## src/rtl/dmem_arb_pkg.sv

```systemverilog
// dmem_arb_pkg: shared definitions for the dmem arbiter.
//   arb_state_e  - arbiter FSM states (idle, issue, wait)
//   PORT_CPU/DBG - requester index constants
//   MEM_LAT_MAX  - largest supported syncram read latency
//   CNT_W        - width of the latency down-counter
package dmem_arb_pkg;

  typedef enum logic [1:0] {
    StIdle,
    StIssue,
    StWait
  } arb_state_e;

  localparam int unsigned PORT_CPU    = 0;
  localparam int unsigned PORT_DBG    = 1;
  localparam int unsigned MEM_LAT_MAX = 3;
  localparam int unsigned CNT_W       = $clog2(MEM_LAT_MAX);

endpackage

```

## src/rtl/rr_pick2.sv

```systemverilog
// rr_pick2: combinational two-way round-robin picker.
//   req    - request vector, bit n = port n
//   last   - port granted most recently
//   valid  - at least one request present
//   winner - selected port index
module rr_pick2
  import dmem_arb_pkg::*;
(
  input  logic [1:0] req,
  input  logic       last,
  output logic       valid,
  output logic       winner
);

  always_comb begin
    valid  = |req;
    winner = 1'(PORT_CPU);
    if (req == 2'b11) begin
      // Tie: the port that did not win last time goes first.
      winner = ~last;
    end else if (req[PORT_DBG]) begin
      winner = 1'(PORT_DBG);
    end
  end

endmodule

```

## src/rtl/dmem_arbiter.sv

```systemverilog
// dmem_arbiter: shares the single-port dmem syncram between the CPU load/store
// path (port 0) and the debug/loader requester (port 1). One access in flight.
//   clock, reset                 - single clock, synchronous active-high reset
//   req/we/addr/wdata 0,1        - requester side, req held until gnt
//   gnt 0,1 / rvalid 0,1 / rdata - one-cycle grant and read-return pulses
//   mem_address/mem_data/mem_wren/mem_q - registered dmem interface
//   busy                         - arbiter not idle
module dmem_arbiter
  import dmem_arb_pkg::*;
#(
  parameter int unsigned ADDR_W  = 12,
  parameter int unsigned DATA_W  = 32,
  parameter int unsigned MEM_LAT = 1
) (
  input  logic              clock,
  input  logic              reset,
  input  logic              req0,
  input  logic              req1,
  input  logic              we0,
  input  logic              we1,
  input  logic [ADDR_W-1:0] addr0,
  input  logic [ADDR_W-1:0] addr1,
  input  logic [DATA_W-1:0] wdata0,
  input  logic [DATA_W-1:0] wdata1,
  output logic              gnt0,
  output logic              gnt1,
  output logic              rvalid0,
  output logic              rvalid1,
  output logic [DATA_W-1:0] rdata,
  output logic [ADDR_W-1:0] mem_address,
  output logic [DATA_W-1:0] mem_data,
  output logic              mem_wren,
  input  logic [DATA_W-1:0] mem_q,
  output logic              busy
);

  arb_state_e        state_q, state_d;
  logic              last_q, last_d;
  logic [CNT_W-1:0]  cnt_q, cnt_d;
  logic              owner_q, owner_d;
  logic              rd_q, rd_d;
  logic              gnt0_q, gnt0_d, gnt1_q, gnt1_d;
  logic              rv0_q, rv0_d, rv1_q, rv1_d;
  logic [ADDR_W-1:0] addr_q, addr_d;
  logic [DATA_W-1:0] data_q, data_d;
  logic              wren_q, wren_d;
  logic [DATA_W-1:0] rdata_q, rdata_d;

  logic pick_valid, pick_winner, win_we;

  rr_pick2 u_pick (
    .req    ({req1, req0}),
    .last   (last_q),
    .valid  (pick_valid),
    .winner (pick_winner)
  );

  assign win_we = pick_winner ? we1 : we0;

  always_comb begin
    state_d = state_q;
    last_d  = last_q;
    cnt_d   = cnt_q;
    owner_d = owner_q;
    rd_d    = rd_q;
    gnt0_d  = 1'b0;
    gnt1_d  = 1'b0;
    rv0_d   = 1'b0;
    rv1_d   = 1'b0;
    addr_d  = addr_q;
    data_d  = data_q;
    wren_d  = 1'b0;
    rdata_d = rdata_q;
    unique case (state_q)
      StIdle: begin
        if (pick_valid) begin
          state_d = StIssue;
          last_d  = pick_winner;
          owner_d = pick_winner;
          rd_d    = ~win_we;
          addr_d  = pick_winner ? addr1 : addr0;
          data_d  = pick_winner ? wdata1 : wdata0;
          wren_d  = win_we;
          gnt0_d  = (pick_winner == 1'(PORT_CPU));
          gnt1_d  = (pick_winner == 1'(PORT_DBG));
        end
      end
      StIssue: begin
        if (rd_q) begin
          state_d = StWait;
          cnt_d   = CNT_W'(MEM_LAT - 1);
        end else begin
          state_d = StIdle;
        end
      end
      StWait: begin
        if (cnt_q == '0) begin
          state_d = StIdle;
          rdata_d = mem_q;
          rv0_d   = (owner_q == 1'(PORT_CPU));
          rv1_d   = (owner_q == 1'(PORT_DBG));
        end else begin
          cnt_d = cnt_q - CNT_W'(1);
        end
      end
      default: state_d = StIdle;
    endcase
  end

  always_ff @(posedge clock) begin
    if (reset) begin
      state_q <= StIdle;
      last_q  <= 1'b1;
      cnt_q   <= '0;
      owner_q <= 1'b0;
      rd_q    <= 1'b0;
      gnt0_q  <= 1'b0;
      gnt1_q  <= 1'b0;
      rv0_q   <= 1'b0;
      rv1_q   <= 1'b0;
      addr_q  <= '0;
      data_q  <= '0;
      wren_q  <= 1'b0;
      rdata_q <= '0;
    end else begin
      state_q <= state_d;
      last_q  <= last_d;
      cnt_q   <= cnt_d;
      owner_q <= owner_d;
      rd_q    <= rd_d;
      gnt0_q  <= gnt0_d;
      gnt1_q  <= gnt1_d;
      rv0_q   <= rv0_d;
      rv1_q   <= rv1_d;
      addr_q  <= addr_d;
      data_q  <= data_d;
      wren_q  <= wren_d;
      rdata_q <= rdata_d;
    end
  end

  assign gnt0        = gnt0_q;
  assign gnt1        = gnt1_q;
  assign rvalid0     = rv0_q;
  assign rvalid1     = rv1_q;
  assign rdata       = rdata_q;
  assign mem_address = addr_q;
  assign mem_data    = data_q;
  // A write sitting in ISSUE must not reach dmem while reset is asserted.
  assign mem_wren    = wren_q & ~reset;
  assign busy        = (state_q != StIdle);

endmodule

```

## config.mk

```make
export PLATFORM = sky130hd
export DESIGN_NAME = dmem_arbiter
export DESIGN_NICKNAME = d
export VERILOG_FILES = /design/src/rtl/dmem_arb_pkg.sv /design/src/rtl/rr_pick2.sv /design/src/rtl/dmem_arbiter.sv
export SDC_FILE = /design/constraint.sdc
export NUM_CORES = 1
export LEC_CHECK = 0
export CAP_MARGIN = 20
export CORE_ASPECT_RATIO = 0.5
export CORE_UTILIZATION = 34
export DETAILED_ROUTE_END_ITERATION = 10
export PLACE_DENSITY = 0.72
export SYNTH_ARGS = -nofsm -noshare
export SYNTH_HDL_FRONTEND = slang
export SYNTH_SLANG_ARGS = --single-unit
```

## constraint.sdc

```tcl
create_clock -name clock -period 1.9 [get_ports clock]
set_input_delay 0.38 -clock clock [delete_from_list [all_inputs] [get_ports clock]]
set_output_delay 0.38 -clock clock [all_outputs]
set_load 0.005 [all_outputs]
```

Yosys cells after proc, flatten, opt, wreduce, memory -nomap -nowiden
Cells that the tools add are included.
{"block": "totals", "register_bits": 88, "latch_bits": 0, "n_memories": 0, "inputBits": 126, "mem_bits_rw": 0, "out_inout_bits": 82, "mem_bits_ro": 0, "word_cells": 54}
{"block": "classes", "order_cmp": 0, "bitwise_logic": 10, "mul": 0, "add_sub_neg": 1, "n_reduce_logical": 11, "shifts": 0, "div": 0, "n_eq_ne": 7, "mux": 12}
{"op": "$mux W32", "count": 1}
{"op": "$mux W12", "count": 1}
{"op": "$mux W2", "count": 5}
{"op": "$not A1 Y1", "count": 9}
{"op": "$ne A2 B2 Y1 const B", "count": 4}
{"op": "$pmux W2 S3", "count": 1}
{"op": "$reduce_and A2 Y1", "count": 3}
{"op": "$reduce_or A3 Y1", "count": 2}
{"op": "$eq A2 B2 Y1 const B", "count": 2}
{"op": "$logic_not A2 Y1", "count": 2}
{"op": "$pmux W2 S2", "count": 1}
{"op": "$reduce_bool A2 Y1", "count": 2}
{"op": "$mux W1", "count": 3}
{"op": "$reduce_and A3 Y1", "count": 1}
{"op": "$eq A2 B1 Y1 const B", "count": 1}
{"op": "$reduce_or A2 Y1", "count": 1}
{"op": "$sub A2 B1 Y2 const B", "count": 1}
{"op": "$and A1 B1 Y1", "count": 1}

Depth between registers and ports, before layout
Gate-level depths: netlist of run 1.
{"block": "depth", "depth_word": 4, "ltp_mapped": 8, "mapped_depth_nobuf": 5}

Hierarchy
A second synthesis of run 1 with hierarchy kept.
{"block": "hier_totals", "hier_cells": 386, "hier_area_um2": 3489.6}
{"mod": "dmem_arbiter", "cells_per_inst": 384, "seq_area_each_um2": 1761.7, "instances": 1, "area_per_inst_um2": 3475.8}
{"mod": "rr_pick2", "cells_per_inst": 2, "seq_area_each_um2": 0.0, "instances": 1, "area_per_inst_um2": 13.8}

Worst setup path after synthesis of run 1
No wires, ideal clock.
{"block": "synth_timing", "path_type": "register -> register", "startpoint": "register cnt_q[0]", "endpoint": "register rdata_q[24], in the netlist rdata[24]", "path_slack_ns": 0.587, "synth_period_minus_slack_ns": 1.313, "setup_time_ns": 0.070, "path_stages_with_launch": 7, "path_buffers": 1, "t_arrival_ns": 1.243, "required_ns": 1.830, "cell_sequence": "dfxtp_1 > inv_1 > ha_1 > nand3b_1 > clkbuf_1 > nand2_1 > a21oi_1"}
{"block": "synth_via", "elab_chain_len": 2}
{"element": "start, declared", "line": "dmem_arbiter.sv:39", "source": "logic [CNT_W-1:0] cnt_q, cnt_d;"}
{"element": "start signal, assigned", "line": "dmem_arbiter.sv:128", "source": "cnt_q <= cnt_d;"}
{"element": "$logic_not A2 Y1", "line": "dmem_arbiter.sv:97", "source": "if (cnt_q == '0) begin"}
{"element": "$reduce_and A2 Y1 (no line)"}
{"element": "end signal, assigned", "line": "dmem_arbiter.sv:138", "source": "rdata_q <= rdata_d;"}
{"element": "end, declared", "line": "dmem_arbiter.sv:47", "source": "logic [DATA_W-1:0] rdata_q, rdata_d;"}
Every way passes these cells.
A chain may end at the register's enable or synchronous reset.

Final worst setup path of run 1
{"block": "layout_timing", "startpoint": "register state_q[1]", "endpoint": "output busy"}
{"block": "layout_via", "elab_chain_len": 1}
{"element": "start, declared", "line": "dmem_arbiter.sv:37", "source": "arb_state_e state_q, state_d;"}
{"element": "start signal, assigned", "line": "dmem_arbiter.sv:112", "source": "state_q <= StIdle;"}
{"element": "start signal, assigned", "line": "dmem_arbiter.sv:126", "source": "state_q <= state_d;"}
{"element": "$reduce_bool A2 Y1", "line": "dmem_arbiter.sv:151", "source": "assign busy = (state_q != StIdle);"}
{"element": "end, declared", "line": "dmem_arbiter.sv:34", "source": "output logic busy"}
Every way passes these cells.

==> flow_summary.json, run 1 <==
{
  "status": "complete, no violations",
  "clockBufferDepth": 2,
  "dieArea_sq_mm": 0.01166,
  "report.final.hold_viol_count": 0,
  "fin_hold_ws_ns": 0.4505,
  "grt_first_pass_wirelength_um": 17330,
  "first_global_vias": 3405,
  "numCtsBuffers": 9,
  "synthDistinctLibCells": 29,
  "slew_headroom": 0.6425,
  "final.min_clock_period_ns": 1.791,
  "syn_nets": 565,
  "track_usage": 0.1898,
  "tightest_slew_ns": 0.5362,
  "wl_per_cell_um": 13.97,
  "ys_ff_latch": 88,
  "io_pins": 208,
  "synth_simple_gate_area_frac": 0.2309,
  "postCtsSetupBuffers": 0,
  "netlist_instances": 438,
  "cts_tree": "built",
  "die_h_um": 76.85,
  "p_clk_frac": 0.368,
  "antenna_found_initial": 0,
  "swShare": 0.2562,
  "synth_top_area_cell": "dfxtp_1",
  "final_nets": 761,
  "setup.worst_path.end_class": "primary output",
  "netlist_area_sq_mm": 0.003810,
  "areaGrowthSynthToFinish_pct": 66.67,
  "r2r_end": "rdata[29]",
  "powerDensity_mw_per_mm2": 770.6,
  "hpwlAfterDp_um": 7925,
  "fmax_mhz": 558.5,
  "cp.arrival_ns": 1.41,
  "r2r_start": "cnt_q[0]",
  "yosys-top-cells-count": "nand2_1, dfxtp_1, nor2_1",
  "worst_ir_drop_vdd_mv": 0.3753,
  "ys_seq_area_frac": 0.4624,
  "grt_max_degree": 89,
  "cts.htree.levels": 3,
  "ys.flop_type": "dfxtp_1",
  "coreArea_sq_mm": 0.01054,
  "final_area_sq_mm": 0.006350,
  "num_rows": 26,
  "muxShareOfSynthArea": 0.002627,
  "power_switching_mw": 1.254,
  "crit_fanout": 9,
  "cts.sinks": 88,
  "vias": 3667,
  "fin_cells": 779,
  "wl_um": 10880,
  "holdBufCountCts": 0,
  "hold_start": "rdata[25]",
  "root_buffer": "clkbuf_16",
  "die_w_um": 151.7,
  "clk_pin_slew_worst_paths_ns": 0.06,
  "setup_viol": 0,
  "seq_power_share": 0.415,
  "synth_edf_count": 0,
  "drive_gt1_frac": 0.1283,
  "hold_depth": 2,
  "yosysTopAreaCellShare": 0.4624,
  "worstSetupPathType": "flop to primary output",
  "drtPass1Iterations": 4,
  "finish.utilization": 0.6024,
  "diodes": 0,
  "drt_iter0_drc": 167,
  "floorplan.initialDensity": 0.3615,
  "grt_overflow": 0,
  "drc": 0,
  "synthAdderAreaFrac": 0.003284,
  "placed_cell_area_sq_mm": 0.006046,
  "synth_compound_area_frac": 0.2319,
  "power_mw": 4.893,
  "worstSetupStartpointType": "flop",
  "leakage_nw": 2.310,
  "fillerInstances": 923,
  "clock_skew_ns": 0.005307,
  "clock_latency_ns": 0.34,
  "synth.avg_cell_area_sq_um": 8.698,
  "cap_viol_max_count": 0,
  "viasPerCell": 4.707,
  "combinationalPowerShare": 0.217,
  "rrSetupSlack_ns": 0.49,
  "reg2regPathDepth": 6,
  "cp.required_ns": 1.52,
  "multi_input_area_sq_mm": 0.001803,
  "slew_viol_final": 0,
  "gp_congestion": 0.7717,
  "detail-route-antenna-nets": 0,
  "yosysMostFrequentCell": "nand2_1",
  "min_to": "rdata[25]",
  "intPower_mw": 3.640,
  "async_reset_ff_frac": 0,
  "place_inst": 763,
  "register_area_sq_mm": 0.001763,
  "synth_top_family_by_area": "compound AO/OA/AOI/OAI gates",
  "hp-class": "flop to flop",
  "rsz0062_at_grt": "false",
  "finalCritPeriodShare": 0.9425,
  "yosys_warnings": 0,
  "synthXorXnorAreaFrac": 0,
  "io_buffer_count": 207,
  "synth.area.top_cells": "dfxtp_1, a311oi_2, nand2_1, nor2_1, a21oi_1"
}
## flip-flops by register name, indices dropped and copies added (netlist names), 2 cells and up
| signal | flops |
|---|---|
| state_q | 2 |
| cnt_q | 2 |
| mem_address | 12 |
| mem_data | 32 |
| rdata | 32 |
## how the worst max path moves through the flow
stage / endpoint / slack, ns / start / cells past startpoint
finish: busy / 0.11 / state_q[1] / 3
CTS: busy / 0.09 / state_q[1] / 3
global route: busy / 0.03 / state_q[1] / 3
floorplan: rdata[24] / 0.59 / cnt_q[0] / 6
detailed placement: mem_data[13] / -0.02 / req0 / 6
global placement: mem_address[6] / 0.05 / req0 / 6
## what timing repair did
item / CTS / global route
gates resized for setup: 1 / 0
setup endpoints to repair: 1 / 0
hold endpoints to repair: 0 / 0
## cell type report
cell class / instances / area share
inverter: 3 / 0.001773
sequential: 88 / 0.2776
clock inverter: 7 / 0.01222
tap: 140 / 0.02759
clock buffer: 9 / 0.03547
timing repair buffer: 222 / 0.3614
multi-input combinational: 310 / 0.2839
## per-layer routing
layer | routed length, um | global-route usage | vias to the layer above
met4 | 140 | 0.05644 | 0
met2 | 5568 | 0.3373 | 93
li1 | - | - | 1874
met5 | 0 | 0 | -
met3 | 593 | 0.04583 | 15
met1 | 4579 | 0.2241 | 1685
## critical path: stages, from the launching register on
cell and delay [ns]:
dfxtp_2 0.37, nor2_4 0.19, inv_1 0.06, clkdlybuf4s50_1 0.45
## kinds of logic (layout without fill, tap and decap cells)
group | after synthesis | count (layout)
simple gates | 223 | 223
fa+ha+maj | 1 | 1
flops | 88 | 88
buf+inv | 40 | 241
compound gates | 85 | 85
mux | 1 | 1
## power by group through the flow
stage | clock (mW) | sequential, mW | combinational [mW]
floorplan | 0 | 2.08 | 0.474
global placement | 0 | 2.07 | 1.06
detailed placement | 0 | 2.07 | 1.07
CTS | 1.85 | 2.03 | 1.07
global route | 1.93 | 2.05 | 1.15
finish | 1.80 | 2.03 | 1.06
## metrics by stage
stage	setup WS, ns	TNS (ns)
after global placement	0.04773	0
after floorplan	0.5866	0
after detailed placement	-0.02073	-0.03931
final	0.1093	0
after CTS	0.08662	0
after global routing	0.02549	0
## cells in the final DEF (no fill, tap or decap), types with 2 or more instances in the layout
cell type        netlist  routed
nor2_1                51      51
nand2_1              157     157
buf_12                 1       9
inv_6                  0       4
a311oi_2              44      44
dfxtp_1               88      87
nor4_1                 2       2
inv_1                  3       3
buf_4                  7       7
nor3_1                 4       4
clkbuf_16              0       9
nor2b_1                2       2
and3_1                 2       2
a21oi_1               35      35
clkdlybuf4s50_1        0     206
(Power assumes the default switching activity.)
==> run 2: changes to the inputs <==
--- a/config.mk
+++ b/config.mk
@@ -7,9 +7,11 @@
 export LEC_CHECK = 0
 export CAP_MARGIN = 20
 export CORE_ASPECT_RATIO = 0.5
+export CORE_MARGIN = 2
 export CORE_UTILIZATION = 34
 export DETAILED_ROUTE_END_ITERATION = 10
 export PLACE_DENSITY = 0.72
+export SETUP_SLACK_MARGIN = 0.05
 export SYNTH_ARGS = -nofsm -noshare
 export SYNTH_HDL_FRONTEND = slang
 export SYNTH_SLANG_ARGS = --single-unit
==> run 2 against run 1 <==
Net effect:
- first-iteration DRC count grew 49%
- setup slack improved by 0.020 ns
- clock skew fell by 0.00067 ns
- sequential power hardly changed
- critical endpoint unchanged
==> flow_summary.json, run 2 (synthesis results as in run 1) <==
{
  "status": "complete, no violations",
  "diodes": 0,
  "grt_overflow": 0,
  "root_buffer": "clkbuf_16",
  "cts.htree.levels": 3,
  "final_cell_mix": "clkdlybuf4s50_1, nand2_1, dfxtp_1",
  "clock_latency_ns": 0.34,
  "coreArea_sq_mm": 0.01095,
  "gp_congestion": 0.7855,
  "setup.worst_path.start": "state_q[1]",
  "clock_skew_ns": 0.004636,
  "hpwlAfterDp_um": 7451,
  "cts_tree": "built",
  "grt_max_degree": 89,
  "clk_pin_slew_worst_paths_ns": 0.06,
  "final.min_clock_period_ns": 1.771,
  "slew_viol_final": 0,
  "worstSetupStartpointType": "flop",
  "cap_viol_max_count": 0,
  "areaGrowthSynthToFinish_pct": 65.81,
  "io_buffer_count": 207,
  "finalCritPeriodShare": 0.9321,
  "vias": 3670,
  "drtPass1Iterations": 4,
  "r2r_start": "state_q[1]",
  "worstSetupPathType": "flop to primary output",
  "slew_headroom": 0.6603,
  "wl_per_cell_um": 13.99,
  "reg2regPathDepth": 5,
  "io_pins": 208,
  "rsz0062_at_grt": "false",
  "dieArea_sq_mm": 0.01212,
  "hp-class": "flop to flop",
  "viasPerCell": 4.699,
  "setup.worst_path.end_class": "primary output",
  "pre_cts_ws_ns": 0.01652,
  "timing.final.ws_setup_ns": 0.1290,
  "numCtsBuffers": 9,
  "antenna_found_initial": 0,
  "die_w_um": 153.7,
  "register_area_sq_mm": 0.001764,
  "power_mw": 4.981,
  "hold_start": "rdata[20]",
  "final_nets": 758,
  "fillerInstances": 991,
  "track_usage": 0.1766,
  "report.final.hold_viol_count": 0,
  "drc": 0,
  "worst_ir_drop_vdd_mv": 0.3632,
  "first_global_vias": 3475,
  "wl_um": 10920,
  "leakage_nw": 2.286,
  "powerDensity_mw_per_mm2": 788.5,
  "num_rows": 27,
  "cts.sinks": 88,
  "crit_fanout": 9,
  "multi_input_area_sq_mm": 0.001803,
  "hold_depth": 2,
  "detail-route-antenna-nets": 0,
  "clockBufferDepth": 2,
  "setup_viol": 0,
  "tightest_slew_ns": 0.5096,
  "postCtsSetupBuffers": 0,
  "grt_first_pass_wirelength_um": 17340,
  "drt_iter0_drc": 248,
  "die_h_um": 78.85,
  "drive_gt1_frac": 0.1242,
  "layout_commonest_cell": "clkdlybuf4s50_1",
  "finish.utilization": 0.5772,
  "fmax_mhz": 564.7,
  "cp.arrival_ns": 1.39,
  "cp.required_ns": 1.52,
  "tns_ns": 0,
  "floorplan.initialDensity": 0.3481
}
[run 2: area by class of cell]
type / instances / share of cell area
Timing Repair Buffer: 219 / 0.3537
Multi-Input combinational cell: 310 / 0.2854
Sequential cell: 88 / 0.2793
Clock buffer: 11 / 0.03842
Tap cell: 145 / 0.02872
Clock inverter: 5 / 0.01268
Inverter: 3 / 0.001783
[run 2: what timing repair did]
| item | CTS | global route |
|---|---|---|
| setup endpoints to repair | 1 | 1 |
| endpoints found under the hold margin | 0 | 0 |
| hold buffers | 0 | 0 |
| resized for setup | 1 | 1 |
| pin swaps | 0 | 0 |
[run 2: worst max-delay path: stages (launching register included)]
cell and delay, ns:
dfxtp_2 0.37, nor2_4 0.19, inv_1 0.06, clkdlybuf4s50_1 0.44
[run 2: metal layers]
metal | vias to the layer above | global-route usage | routed length, um | part of all wire
met1 | 1680 | 0.2103 | 4832 | 0.44
li1 | 1865 | - | - | -
met4 | 0 | 0.06697 | 299 | 0.027
met3 | 30 | 0.04803 | 539 | 0.049
met5 | - | 0 | 0 | 0
met2 | 95 | 0.3080 | 5253 | 0.48
[run 2: worst paths after layout]
check	slack (ns)	to
max	0.13	busy
min	0.45	rdata[20]
max reg2reg	0.46	mem_data[31]
min reg2reg	0.45	rdata[20]
[run 2: through the flow]
| step | instance area, sq um | instances | hold WS (ns) |
|---|---|---|---|
| final | 6317 | 781 | 0.4528 |
| after global routing | 6317 | 781 | 0.4696 |
| after CTS | 6316 | 781 | 0.4560 |
| after detailed placement | 5992 | 765 | 0.4476 |
| after global placement | 5992 | 765 | 0.4415 |
| after floorplan | 3810 | 438 | 0.4169 |
[run 2: power by group]
group | internal (mW) | switching (mW) | total [mW]
Combinational | 0.616 | 0.417 | 1.03
Clock | 1.19 | 0.729 | 1.91
Sequential | 1.97 | 0.0658 | 2.03
Total | 3.77 | 1.21 | 4.98
==> run 3: changes to the inputs <==
--- a/config.mk
+++ b/config.mk
@@ -6,12 +6,13 @@
 export NUM_CORES = 1
 export LEC_CHECK = 0
 export CAP_MARGIN = 20
-export CORE_ASPECT_RATIO = 0.5
 export CORE_MARGIN = 2
 export CORE_UTILIZATION = 34
 export DETAILED_ROUTE_END_ITERATION = 10
+export HOLD_SLACK_MARGIN = 0.06
 export PLACE_DENSITY = 0.72
 export SETUP_SLACK_MARGIN = 0.05
+export SLEW_MARGIN = 0
 export SYNTH_ARGS = -nofsm -noshare
 export SYNTH_HDL_FRONTEND = slang
 export SYNTH_SLANG_ARGS = --single-unit
==> run 3 against run 2 <==
Net effect:
- sequential share of layout area up 0.47 points
- global-route usage increased by 0.66 points
- register-to-register slack worse by 0.08 ns
- sequential power about the same
- fmax fell by 0.17%
- critical path depth unchanged
- die area is 0.42% lower
- routed wire length is 2.8% higher
- clock power down 27%
- utilization is 0.66 points lower
- final cell count is 0.26% lower
==> flow_summary.json, run 3 (synthesis results as in run 1) <==
{
  "setup_viol": 0,
  "drtPass1Iterations": 4,
  "num_rows": 38,
  "diodes": 0,
  "grt_overflow": 0,
  "grt_use_met2": 0.3177,
  "floorplan.initialDensity": 0.3499,
  "cp_slowest_stage_delay_ns": 0.51,
  "hpwlAfterDp_um": 8064,
  "setup.worst_path.end_class": "primary output",
  "io_pins": 208,
  "tightest_slew_ns": 0.5556,
  "coreArea_sq_mm": 0.01089,
  "drc": 0,
  "dieArea_sq_mm": 0.01207,
  "drive_gt1_frac": 0.1283,
  "crit_fanout": 9,
  "gp_congestion": 0.7305,
  "crit_slowest_cell": "clkdlybuf4s50_1",
  "status": "complete, no violations",
  "cp_top_family": "buffers and inverters",
  "clk_pin_slew_worst_paths_ns": 0.08,
  "rsz0062_at_grt": "false",
  "clock_latency_ns": 0.36,
  "leakage_nw": 2.246,
  "worstPathCellList": "nor2_4, inv_1, clkdlybuf4s50_1",
  "worst-path-buf-inv": 2,
  "report.final.hold_viol_count": 0,
  "r2r_start": "cnt_q[0]",
  "crit_cells": 3,
  "pre_cts_ws_ns": -0.04260,
  "final_nets": 761,
  "r2r_end": "rdata[31]",
  "timing.final.ws_setup_ns": 0.1260,
  "worstSetupPathType": "flop to primary output",
  "powerDensity_mw_per_mm2": 722.9,
  "clockBufferDepth": 2,
  "slew_headroom": 0.6296,
  "grt_first_pass_wirelength_um": 17070,
  "die_w_um": 109.9,
  "final.min_clock_period_ns": 1.774,
  "cp.arrival_ns": 1.39,
  "worstSetupStartpointType": "flop",
  "cts.sinks": 88,
  "cts_tree": "built",
  "worst_ir_drop_vdd_mv": 0.4448,
  "first_global_vias": 3610,
  "wl_per_cell_um": 14.41,
  "tns_ns": 0,
  "detail-route-antenna-nets": 0,
  "cap_viol_max_count": 0,
  "grt_use_met1": 0.2057,
  "cp.required_ns": 1.52,
  "final_cell_mix": "clkdlybuf4s50_1, nand2_1, dfxtp_1",
  "io_buffer_count": 207,
  "crit_end": "busy",
  "setup.worst_path.start": "state_q[1]",
  "fmax_mhz": 563.7,
  "drt_iter0_drc": 159,
  "areaGrowthSynthToFinish_pct": 63.05,
  "track_usage": 0.1832,
  "rrSetupSlack_ns": 0.38,
  "numCtsBuffers": 9,
  "root_buffer": "clkbuf_8",
  "reg2regPathDepth": 5,
  "layout_commonest_cell": "clkdlybuf4s50_1",
  "die_h_um": 109.9,
  "clock_skew_ns": 0.006738,
  "grt_max_degree": 89,
  "fillerInstances": 962,
  "finalCritPeriodShare": 0.9337,
  "slew_viol_final": 0,
  "wl_um": 11230,
  "grt_use_met3": 0.05039,
  "hp-class": "flop to flop",
  "grt.busiest_layer": "met2",
  "vias": 3735,
  "antenna_found_initial": 0,
  "viasPerCell": 4.795,
  "cts.htree.levels": 3
}
-- run 3: changes by cell type in the layout (fill, tap and decap cells not counted), sizes merged --
| cell | before | now |
|---|---|---|
| clkinv | 1 | 2 |
| buf | 13 | 16 |
| clkinvlp | 2 | 1 |
-- run 3: routing by layer --
layer	share of wire	vias up	wire [um]
li1	-	1865	-
met5	0	-	0
met4	0.025	0	284
met2	0.48	149	5429
met1	0.40	1695	4464
met3	0.093	26	1049
-- run 3: worst register-to-register path: cells and delay by family, from the launching register on --
family / cells / cell delay [ns]
AO/OA/AOI/OAI: 1 / 0.15
flip-flops: 1 / 0.34
AND/OR/NAND/NOR: 2 / 0.73
buffers and inverters: 1 / 0.06
adder cells (fa/ha/maj): 1 / 0.18
-- run 3: per-stage QoR --
stage	cell area [sq um]	hold slack (ns)	std cells	util	total power [mW]
2_1_floorplan	3810	0.4169	438	-	2.551
3_3_place_gp	5981	0.4422	761	0.5493	3.105
3_5_place_dp	5981	0.4457	761	0.5493	3.127
4_1_cts	6196	0.4580	777	0.5691	4.540
5_1_grt	6212	0.4837	779	0.5706	4.717
6_report	6212	0.4556	779	0.5706	4.491
-- run 3: timing repair --
action	in CTS	in global routing
buffers inserted	0	2
hold buffers	0	0
setup endpoints to repair	14	1
endpoints found under the hold margin	0	0
pin swaps	0	1
resized for setup	2	1
-- run 3: final cells by class --
type / count / area (sq um) / share of cell area
Clock buffer: 11 / 131.4 / 0.02115
Clock inverter: 5 / 81.33 / 0.01309
Inverter: 3 / 11.26 / 0.001813
Multi-Input combinational cell: 310 / 1804 / 0.2904
Sequential cell: 88 / 1764 / 0.2840
Tap cell: 140 / 175.2 / 0.02820
Timing Repair Buffer: 222 / 2245 / 0.3613
-- run 3: worst min path at each step --
stage / start / to / slack, ns / depth (start not counted)
floorplan: owner_q / rvalid0 / 0.42 / 1
global placement: rdata[12] / rdata[12] / 0.44 / 2
detailed placement: rdata[12] / rdata[12] / 0.45 / 2
CTS: rdata[10] / rdata[10] / 0.46 / 2
global route: rdata[15] / rdata[15] / 0.48 / 2
finish: rdata[10] / rdata[10] / 0.46 / 2
-- run 3: where the power goes --
part           internal [mW]  total (mW)  switching, mW
sequential              1.97        2.03         0.0683
combinational          0.627        1.05          0.426
clock                  0.742        1.40          0.662
